$ cat config.mk
export PLATFORM = sky130hd
export DESIGN_NAME = axi_m_if
export DESIGN_NICKNAME = d
export VERILOG_FILES = /design/src/rtl/axi_xbar_pkg.sv /design/src/rtl/axi_m_if_sync_fifo.sv /design/src/rtl/axi_m_if.sv
export SDC_FILE = /design/constraint.sdc
export NUM_CORES = 1
export LEC_CHECK = 0
export BUFFER_PORTS_ARGS = -buffer_cell sky130_fd_sc_hd__buf_4
export CAP_MARGIN = 20
export CORE_UTILIZATION = 30
export DETAILED_ROUTE_END_ITERATION = 8
export SYNTH_ARGS = -nofsm -noshare
export SYNTH_HDL_FRONTEND = slang
export SYNTH_HIERARCHICAL = 1
export SYNTH_SLANG_ARGS = --single-unit
export TNS_END_PERCENT = 100
$ cat constraint.sdc
create_clock -name AXI_CLK_i -period 3.9 [get_ports AXI_CLK_i]
set_input_delay 0.78 -clock AXI_CLK_i [delete_from_list [all_inputs] [get_ports AXI_CLK_i]]
set_output_delay 0.78 -clock AXI_CLK_i [all_outputs]
set_load 0.1 [all_outputs]
$ cat src/rtl/axi_xbar_pkg.sv
// Shared packet layouts, width constants and routing helper for the AXI crossbar.
// Every field is packed MSB-first, in the order the arbiters concatenate it.
package axi_xbar_pkg;

    localparam int M_CNT  = 6;
    localparam int ID_W   = 8;
    localparam int ADDR_W = 32;
    localparam int DATA_W = 32;

    typedef struct packed {
        logic [ID_W-1:0]   id;
        logic [ADDR_W-1:0] addr;
        logic [3:0]        len;
        logic [2:0]        size;
        logic [1:0]        burst;
    } ar_pkt_t;

    typedef struct packed {
        logic [DATA_W-1:0]   data;
        logic [DATA_W/8-1:0] strb;
        logic                last;
    } w_pkt_t;

    typedef struct packed {
        logic [ID_W-1:0]   id;
        logic [DATA_W-1:0] data;
        logic [1:0]        resp;
        logic              last;
    } r_pkt_t;

    typedef struct packed {
        logic [ID_W-1:0] id;
        logic [1:0]      resp;
    } b_pkt_t;

    typedef enum logic [1:0] {W_IDLE, W_ADDR, W_DATA, W_RESP} wstate_e;

    // The originating master index lives in id[7:4]; indices past M_CNT map to all-zero.
    function automatic logic [M_CNT-1:0] onehot_mid(input logic [ID_W-1:0] id);
        logic [M_CNT-1:0] oh;
        oh = '0;
        for (int i = 0; i < M_CNT; i++) begin
            if (id[7:4] == 4'(i)) oh[i] = 1'b1;
        end
        return oh;
    endfunction

endpackage

$ cat src/rtl/axi_m_if_sync_fifo.sv
// Single-clock FIFO with first-word fall-through read port.
// Push while full and pop while empty are ignored.
module sync_fifo #(
    parameter int WIDTH = 8,
    parameter int DEPTH = 4
) (
    input  logic             clk,
    input  logic             rst_n,
    input  logic             push,
    input  logic [WIDTH-1:0] wdata,
    input  logic             pop,
    output logic [WIDTH-1:0] rdata,
    output logic             full,
    output logic             empty
);

    localparam int AW = $clog2(DEPTH);

    logic [WIDTH-1:0] mem [DEPTH];
    logic [AW:0]      wr_ptr_q;
    logic [AW:0]      rd_ptr_q;
    logic             do_push;
    logic             do_pop;

    assign empty   = (wr_ptr_q == rd_ptr_q);
    assign full    = (wr_ptr_q[AW] != rd_ptr_q[AW]) && (wr_ptr_q[AW-1:0] == rd_ptr_q[AW-1:0]);
    assign do_push = push & ~full;
    assign do_pop  = pop & ~empty;
    assign rdata   = mem[rd_ptr_q[AW-1:0]];

    always_ff @(posedge clk or negedge rst_n) begin
        if (!rst_n) begin
            wr_ptr_q <= '0;
            rd_ptr_q <= '0;
        end else begin
            if (do_push) wr_ptr_q <= wr_ptr_q + 1'b1;
            if (do_pop)  rd_ptr_q <= rd_ptr_q + 1'b1;
        end
    end

    // NOTE: storage is deliberately left unreset; the pointers alone decide which entries are valid.
    always_ff @(posedge clk) begin
        if (do_push) mem[wr_ptr_q[AW-1:0]] <= wdata;
    end

endmodule

$ cat src/rtl/axi_m_if.sv
// Crossbar-side AXI master port for one slave: forwards granted AR/AW/W packets
// and steers buffered R/B responses back to the master named in ID[7:4].
module axi_m_if #(
    parameter logic [3:0] S_NUM   = 4'd0,
    parameter int         R_DEPTH = 4,
    parameter int         M_CNT   = 6
) (
    input  logic             AXI_CLK_i,
    input  logic             AXI_RST_i,
    input  logic             ar_grant_i,
    input  logic [48:0]      ar_data_i,
    output logic             ar_ready_o,
    input  logic             aw_grant_i,
    input  logic [48:0]      aw_data_i,
    output logic             aw_ready_o,
    input  logic             w_valid_i,
    input  logic [36:0]      w_data_i,
    output logic             w_ready_o,
    output logic [7:0]       ARID_o,
    output logic [31:0]      ARADDR_o,
    output logic [3:0]       ARLEN_o,
    output logic [2:0]       ARSIZE_o,
    output logic [1:0]       ARBURST_o,
    output logic             ARVALID_o,
    input  logic             ARREADY_i,
    output logic [7:0]       AWID_o,
    output logic [31:0]      AWADDR_o,
    output logic [3:0]       AWLEN_o,
    output logic [2:0]       AWSIZE_o,
    output logic [1:0]       AWBURST_o,
    output logic             AWVALID_o,
    input  logic             AWREADY_i,
    output logic [31:0]      WDATA_o,
    output logic [3:0]       WSTRB_o,
    output logic             WLAST_o,
    output logic             WVALID_o,
    input  logic             WREADY_i,
    input  logic [7:0]       RID_i,
    input  logic [31:0]      RDATA_i,
    input  logic [1:0]       RRESP_i,
    input  logic             RLAST_i,
    input  logic             RVALID_i,
    output logic             RREADY_o,
    input  logic [7:0]       BID_i,
    input  logic [1:0]       BRESP_i,
    input  logic             BVALID_i,
    output logic             BREADY_o,
    output logic [42:0]      r_data_o,
    output logic [M_CNT-1:0] r_req_o,
    input  logic [M_CNT-1:0] r_pop_i,
    output logic [9:0]       b_data_o,
    output logic [M_CNT-1:0] b_req_o,
    input  logic [M_CNT-1:0] b_pop_i,
    output logic             proto_err_o
);

    import axi_xbar_pkg::*;

    function automatic logic mid_ok(input logic [7:0] id);
        return int'(id[7:4]) < M_CNT;
    endfunction

    function automatic logic [M_CNT-1:0] mid_req(input logic [7:0] id);
        return M_CNT'(onehot_mid(id));
    endfunction

    // ---------------- AR: single holding register ----------------
    ar_pkt_t ar_q;
    logic    ar_vld_q;

    assign ar_ready_o = ~ar_vld_q;
    assign ARVALID_o  = ar_vld_q;
    assign ARID_o     = ar_q.id;
    assign ARADDR_o   = ar_q.addr;
    assign ARLEN_o    = ar_q.len;
    assign ARSIZE_o   = ar_q.size;
    assign ARBURST_o  = ar_q.burst;

    // NOTE: clocked state uses non-blocking assignments only, so every flop samples pre-edge values.
    always_ff @(posedge AXI_CLK_i or negedge AXI_RST_i) begin
        if (!AXI_RST_i) begin
            ar_vld_q <= 1'b0;
            ar_q     <= '0;
        end else if (ar_grant_i && ar_ready_o) begin
            ar_vld_q <= 1'b1;
            ar_q     <= ar_pkt_t'(ar_data_i);
        end else if (ARREADY_i) begin
            ar_vld_q <= 1'b0;
        end
    end

    // ---------------- Write path: one outstanding burst ----------------
    wstate_e    w_state_q, w_state_d;
    ar_pkt_t    aw_q;
    logic [3:0] beat_cnt_q;
    w_pkt_t     w_in;
    logic       w_hs;
    logic       w_err;
    logic       b_push;

    assign w_in      = w_pkt_t'(w_data_i);
    assign AWID_o    = aw_q.id;
    assign AWADDR_o  = aw_q.addr;
    assign AWLEN_o   = aw_q.len;
    assign AWSIZE_o  = aw_q.size;
    assign AWBURST_o = aw_q.burst;
    assign WDATA_o   = w_in.data;
    assign WSTRB_o   = w_in.strb;
    assign WLAST_o   = w_in.last;

    always_comb begin
        // NOTE: defaults first so no branch can leave an output unassigned and infer a latch.
        w_state_d  = w_state_q;
        aw_ready_o = 1'b0;
        AWVALID_o  = 1'b0;
        WVALID_o   = 1'b0;
        w_ready_o  = 1'b0;
        case (w_state_q)
            W_IDLE: begin
                aw_ready_o = 1'b1;
                if (aw_grant_i) w_state_d = W_ADDR;
            end
            W_ADDR: begin
                AWVALID_o = 1'b1;
                if (AWREADY_i) w_state_d = W_DATA;
            end
            W_DATA: begin
                WVALID_o  = w_valid_i;
                w_ready_o = WREADY_i;
                if (w_valid_i && WREADY_i && w_in.last) w_state_d = W_RESP;
            end
            W_RESP: begin
                if (b_push) w_state_d = W_IDLE;
            end
            default: w_state_d = W_IDLE;
        endcase
    end

    // beat_cnt counts beats already accepted, so the final beat arrives with beat_cnt == len.
    assign w_hs  = (w_state_q == W_DATA) && w_valid_i && WREADY_i;
    assign w_err = w_hs && (w_in.last != (beat_cnt_q == aw_q.len));

    always_ff @(posedge AXI_CLK_i or negedge AXI_RST_i) begin
        if (!AXI_RST_i) begin
            w_state_q  <= W_IDLE;
            aw_q       <= '0;
            beat_cnt_q <= '0;
        end else begin
            w_state_q <= w_state_d;
            if (aw_ready_o && aw_grant_i) begin
                aw_q       <= ar_pkt_t'(aw_data_i);
                beat_cnt_q <= '0;
            end else if (w_hs) begin
                beat_cnt_q <= beat_cnt_q + 4'd1;
            end
        end
    end

    // ---------------- R: response FIFO, head routed to its master ----------------
    r_pkt_t                      r_in;
    r_pkt_t                      r_head;
    logic [$bits(r_pkt_t)-1:0]   r_head_raw;
    logic                        r_full;
    logic                        r_empty;
    logic                        r_push;
    logic                        r_pop;
    logic                        r_bad;

    assign r_in     = '{id: RID_i, data: RDATA_i, resp: RRESP_i, last: RLAST_i};
    assign r_head   = r_pkt_t'(r_head_raw);
    assign RREADY_o = ~r_full;
    assign r_push   = RVALID_i && RREADY_o;
    // An unroutable head is dropped on the next edge rather than blocking the FIFO.
    assign r_bad    = ~r_empty && ~mid_ok(r_head.id);
    assign r_req_o  = (r_empty || r_bad) ? '0 : mid_req(r_head.id);
    assign r_pop    = (|(r_pop_i & r_req_o)) || r_bad;
    assign r_data_o = r_head;

    sync_fifo #(
        .WIDTH ($bits(r_pkt_t)),
        .DEPTH (R_DEPTH)
    ) u_r_fifo (
        .clk   (AXI_CLK_i),
        .rst_n (AXI_RST_i),
        .push  (r_push),
        .wdata (r_in),
        .pop   (r_pop),
        .rdata (r_head_raw),
        .full  (r_full),
        .empty (r_empty)
    );

    // ---------------- B: single response register ----------------
    b_pkt_t b_q;
    logic   b_vld_q;
    logic   b_bad;
    logic   b_pop;

    assign BREADY_o = ~b_vld_q;
    assign b_push   = BVALID_i && BREADY_o;
    assign b_bad    = b_vld_q && ~mid_ok(b_q.id);
    assign b_req_o  = (b_vld_q && !b_bad) ? mid_req(b_q.id) : '0;
    assign b_pop    = (|(b_pop_i & b_req_o)) || b_bad;
    assign b_data_o = b_q;

    always_ff @(posedge AXI_CLK_i or negedge AXI_RST_i) begin
        if (!AXI_RST_i) begin
            b_vld_q <= 1'b0;
            b_q     <= '0;
        end else if (b_push) begin
            b_vld_q <= 1'b1;
            b_q     <= '{id: BID_i, resp: BRESP_i};
        end else if (b_pop) begin
            b_vld_q <= 1'b0;
        end
    end

    always_ff @(posedge AXI_CLK_i or negedge AXI_RST_i) begin
        if (!AXI_RST_i)                  proto_err_o <= 1'b0;
        else if (w_err || r_bad || b_bad) proto_err_o <= 1'b1;
    end

    a_w_only_in_data: assert property (@(posedge AXI_CLK_i) disable iff (!AXI_RST_i)
        (w_state_q != W_DATA) |-> !(WVALID_o || w_ready_o))
        else $error("axi_m_if slave %0d: W channel active outside W_DATA", S_NUM);

endmodule
[Yosys cells after proc, flatten, opt, wreduce, memory -nomap -nowiden]
Memory sizes are Yosys's and may differ from the RTL's.
Index checks and enable logic that the tools add are counted.
Cells by class
  add/sub/neg operators: 3
  $lt $le $gt $ge: 2
  equal/unequal tests: 22
  muxes and demuxes: 31
  bitwise operators: 10
  reductions and logical operators: 28
Operators by type and width (count)
  two-way mux 1 bit: 22
  == test 4 x 2 -> 1 bit, second input constant: 4
  == test 4 x 3 -> 1 bit, second input constant: 4
  logical AND 1 bit: 13
  AND 6 bit: 2
  two-way mux 6 bit: 2
  OR reduction 6 bit: 2
  == test 4 x 1 -> 1 bit, second input constant: 2
  logical NOT 4 bit: 2
  < comparator 4 x 3 -> 1 bit, second input constant: 2
  two-way mux 2 bit: 4
  two-way mux 4 bit: 2
  != test 2 bit, second input constant: 4
  one-hot mux 2 bit (4 select lines): 1
  adder 3 x 1 -> 3 bit, second input constant: 2
  NOT 1 bit: 6
  nonzero test 2 bit: 3
  logical OR 1 bit: 5
  adder 4 x 1 -> 4 bit, second input constant: 1
  == test 2 bit, second input constant: 2
  == test 4 bit: 1
  AND reduction 4 bit: 1
  == test 3 bit: 1
  AND 1 bit: 2
  other kinds (5): 6
Word-level totals
  bits in registers: 123
  bits in writable memories: 172
  output and inout port bits: 209
  word-level logic and storage cells: 116
  memories kept: 1
Memory list
  u_r_fifo.mem: depth 4, width 43, rd ports 1, clocked after memory_dff 0, write ports 1, RTL line axi_m_if_sync_fifo.sv:19  | logic [WIDTH-1:0] mem [DEPTH];

[Longest topological paths before layout]
  depth in word-level cells: 11
  mapped depth: 11
  gate-level depth less buffers: 8

[Modules after synthesis]
Netlist, hierarchy kept.
Modules (own cells, without submodules)
  sync_fifo: times used 1, cells each 273, area an instance 6703.9 µm², seq. area each 5315.1 µm²
  axi_m_if: times used 1, cells each 385, area an instance 5129.9 µm², seq. area each 2927.8 µm²

[Worst setup path after synthesis]
Ideal clock, no wire load.
  kind: register to output
  start point: register u_r_fifo.rd_ptr_q[0]
  end point: output port r_req_o[4]
  arrival: 4.729 ns
  data required time: 3.120 ns
  path slack: -1.609 ns
  cell stages (with the launch flop): 6
  path buffers: 3
  cells stage by stage: dfrtp_1 buf_6 buf_4 mux4_2 buf_2 nor4bb_1
Between the ends
  word-level cells in the longest chain between the ends: 6
Ends and longest elaborated chain
  start: declaration: RTL line axi_m_if_sync_fifo.sv:21  | logic [AW:0] rd_ptr_q;
  start signal: assignment: RTL line axi_m_if_sync_fifo.sv:37  | if (do_pop) rd_ptr_q <= rd_ptr_q + 1'b1;
  memory (4 x 43 bit) (*)
  net r_data_o[39]: RTL line axi_m_if.sv:48  | output logic [42:0] r_data_o,
  < comparator 4 x 3 -> 1 bit: RTL line axi_m_if.sv:60  | return int'(id[7:4]) < M_CNT;
  NOT 1 bit: RTL line axi_m_if.sv:174  | assign r_bad = ~r_empty && ~mid_ok(r_head.id);
  logical AND 1 bit: RTL line axi_m_if.sv:174
  logical OR 1 bit: RTL line axi_m_if.sv:175  | assign r_req_o = (r_empty || r_bad) ? '0 : mid_req(r_head.id);
  two-way mux 6 bit (*): RTL line axi_m_if.sv:175
  end: declaration: RTL line axi_m_if.sv:49  | output logic [M_CNT-1:0] r_req_o,
Mark *: on every way through the listed nets, which the timed path passes. The rest lies on a longest branch.

[Final worst setup path]
  start point: register u_r_fifo.rd_ptr_q[0]
  end point: output port r_req_o[4]
Between the ends
  word-level cells in the longest chain between the ends: 6
Ends and longest elaborated chain (RTL line)
  memory (4 x 43 bit)
  < comparator 4 x 3 -> 1 bit: axi_m_if.sv:60
  NOT 1 bit: axi_m_if.sv:174
  logical AND 1 bit: axi_m_if.sv:174
  logical OR 1 bit: axi_m_if.sv:175
  two-way mux 6 bit (*): axi_m_if.sv:175
Mark *: on every way between the ends. The rest lies on a longest branch, timed or not.

==> impl_results.md <==
- Mapped Cells: 658
- Vias per cell: around 4.5
- Layout cells sized above 1: 56.2%
- 1st-pass router iterations: 4
- Minimum clock period: ~3500 ps
- Unrepaired setup endpoints after global routing: false
- Syn nets: 878
- First-pass GRT wire length: ~45,000 um
- Leading area contributor after synthesis: edfxtp_1
- CP max FO: 21
- Clock-pin transition on the worst setup and hold timing paths: 60 ps
- Slowest CP cell: dfrtp_4
- Period utilization: 90.0%
- Vias: 6,896
- Synth unique cells: a little under 50
- H-tree depth: 2
- FFs w/ async S/R, synth: 41.7%
- Number of CTS-inserted buffers: 35
- Post-cts resize count: 0
- Hold Vio Cnt, Final: 0
- Final Cell Area: about 16,000 sq um
- Slew @ Worst Pin: 784 ps
- Final setup viols: 0
- Status: finished clean
- DIE HEIGHT: 201 um
- Yosys Warn Count: 6
- Sink Count: just under 300
- DR DRC count: 0
- Area post-placement: 14,800 sq um
- Area contributors post-synth: edfxtp_1, dfrtp_1, mux2_2
- Total Wirelength: 29,100 um
- TritonCTS clock tree: built
- Full die area: between 40,000 and 50,000 sq um
- GRT Util Overall: 14.6%
- Hold Crit Class: in2async
- Slew HR: 47.6%
- DPL Wire Length: 20,200 um
- DR iter-0 viols: 234
- Area grow syn2layout: 35.2%
- CP arrival: between 2000 and 3000 ps
- Maximum root-to-sink buffer count: 3
- Critical Path Max Stage Delay: just over 700 ps
- Routed Antenna Nets: 0
- Number of buffers added on ports: 346
- Routability congestion estimate: about 0.80
- Initial antenna violation count: 2
- Synthesized area: 11,800 sq um
- Max-cap violations: 0
- Worst path required time: 3120 ps
- Starting Density: slightly above 30%
- Yosys reg bits: 295
- Main flop type after synthesis: edfxtp_1
- Cells along the critical path: mux4_2 -> nor2_1 -> nor4bb_2 -> buf_4
- Worst setup SP type: flip-flop
- Vias in the first global route: 7,478
- Clock Skew: around 12 ps
- Io pins: 419
- CTS root buffer: clkbuf_16
- Worst skew pair latency: 530 ps
- Largest net degree at the start of global routing: 75
- FMAX: between 200 and 300 MHz
- Nets@finish: about 1,200
- Share of the synthesized area in the top cell type: a little over two fifths
- Hold Buf Count CTS: 0
- Placeable Area: 38,700 sq um
- DR WL/cell: roughly 19 um
- Seq/Total Area, Yosys: between 60 and 70%
- Width of the die: roughly 200 um
- Syn Area/Cell: ~18 sq um
- Final core utilization: between 40% and 50%
- Total gr overflow: 0
- Setup bufs post-CTS: 0
- Slew Limit Fails: 0
- WS Path Type: reg2out
- Worst Setup End Kind: output pin
- Number of synthesized flops with an enable pin: 172
- Num rows: around 70
==> worst paths after layout <==
path | startpoint | endpoint | slack [ps] | depth (start not counted)
worst max-delay path | u_r_fifo/rd_ptr_q[0]$_DFFE_PN0P_ | r_req_o[4] | 390 | 4
worst min-delay path | AXI_RST_i | AWBURST_o[1]$_DFFE_PN0P_ | 310 | 1
worst max register to register | u_r_fifo/rd_ptr_q[0]$_DFFE_PN0P_ | u_r_fifo/mem[3][6]$_DFFE_PP_ | 980 | 7
worst min register to register | b_data_o[0]$_DFFE_PN0P_ | b_data_o[0]$_DFFE_PN0P_ | 480 | 2
max in group asynchronous | AXI_RST_i | ARADDR_o[0]$_DFFE_PN0P_ | 2720 | 2
min in group AXI_CLK_i | ARREADY_i | ARVALID_o$_DFFE_PN0P_ | 420 | 2
==> state kept, by name (all words and copies together) (netlist names), 2 cells and up <==
| name | cells |
|---|---|
| ARADDR_o | 32 |
| ARBURST_o | 2 |
| ARID_o | 8 |
| ARLEN_o | 4 |
| ARSIZE_o | 3 |
| AWADDR_o | 32 |
| AWBURST_o | 2 |
| AWID_o | 8 |
| AWLEN_o | 4 |
| AWSIZE_o | 3 |
| b_data_o | 10 |
| beat_cnt_q | 4 |
| u_r_fifo/mem | 172 |
| u_r_fifo/rd_ptr_q | 3 |
| u_r_fifo/wr_ptr_q | 3 |
| w_state_q | 2 |
==> per-stage QoR <==
| step | worst slack, ps | setup TNS (ps) | hold WS, ps | cells |
|---|---|---|---|---|
| after CTS | 313 | 0 | 303 | 1530 |
| after global routing | 219 | 0 | 324 | 1531 |
| after detailed placement | 878 | 0 | 463 | 1468 |
| after floorplan | -533 | -938 | 484 | 658 |
| final | 391 | 0 | 311 | 1531 |
| after global placement | 900 | 0 | 462 | 1468 |
==> layout make-up <==
cell class                      instances  area (sq um)
Inverter                               11          41.3
Clock inverter                         14           179
Clock buffer                           48           987
Fill cell                            3580         22700
Multi-Input combinational cell        289          3160
Tap cell                              518           648
Antenna cell                            1          2.50
Sequential cell                       295          8250
Timing Repair Buffer                  355          2730
==> critical path, delay by kind of cell (launching register included) <==
| family | cells | cell delay, ps |
|---|---|---|
| buffers and inverters | 1 | 340 |
| flip-flops | 1 | 710 |
| multiplexers | 1 | 660 |
| AND/OR/NAND/NOR | 2 | 490 |
==> kinds of logic after synthesis <==
kind of cell    count (synthesis)  synth area share, %
buf+inv                        74                 4.01
flops                         295                 69.7
simple gates                   83                 3.44
xor+xnor                       17                 1.45
compound gates                 31                 1.90
mux                           148                 18.5
fa+ha+maj                      10                 1.06
==> cell usage after synthesis, types with 2 or more instances <==
| cell type | n |
|---|---|
| xnor2_1 | 6 |
| dfrtp_1 | 123 |
| nand2_1 | 37 |
| o31ai_2 | 2 |
| nor2b_1 | 4 |
| mux2_4 | 11 |
| o22ai_1 | 3 |
| xor2_1 | 8 |
| nand2_2 | 2 |
| nor4_1 | 2 |
| o31ai_1 | 3 |
| xor2_2 | 2 |
| mux2_2 | 87 |
| mux2_1 | 4 |
| a211oi_2 | 2 |
| and3_1 | 4 |
| nand2b_1 | 4 |
| buf_2 | 16 |
| inv_1 | 10 |
| ha_1 | 10 |
| clkbuf_1 | 3 |
| mux4_2 | 43 |
| a21oi_1 | 12 |
| nor2_1 | 10 |
| mux2i_1 | 3 |
| nand3_1 | 4 |
| and2_1 | 2 |
| buf_4 | 41 |
| nor3_1 | 7 |
| edfxtp_1 | 172 |
| buf_6 | 3 |
==> cell usage in the layout (no fill, tap or decap), types with 11 or more instances in the layout <==
| cell type | count |
|---|---|
| mux2_2 | 87 |
| mux2_4 | 11 |
| nand2_1 | 37 |
| clkbuf_16 | 37 |
| edfxtp_1 | 172 |
| dfrtp_1 | 121 |
| buf_4 | 350 |
| mux4_2 | 43 |
| a21oi_1 | 12 |
==> routing by layer <==
layer,track usage [%],vias to the layer above,wire length (um)
met4,6.13,2,1060
met2,23.0,281,13600
met5,0,-,9
met3,6.07,61,2580
li1,-,3092,-
met1,17.6,3460,11900
Power is left out: the tool's default activity adds up to more than one toggle a clock period on the data nets, which glitch-free logic cannot reach.
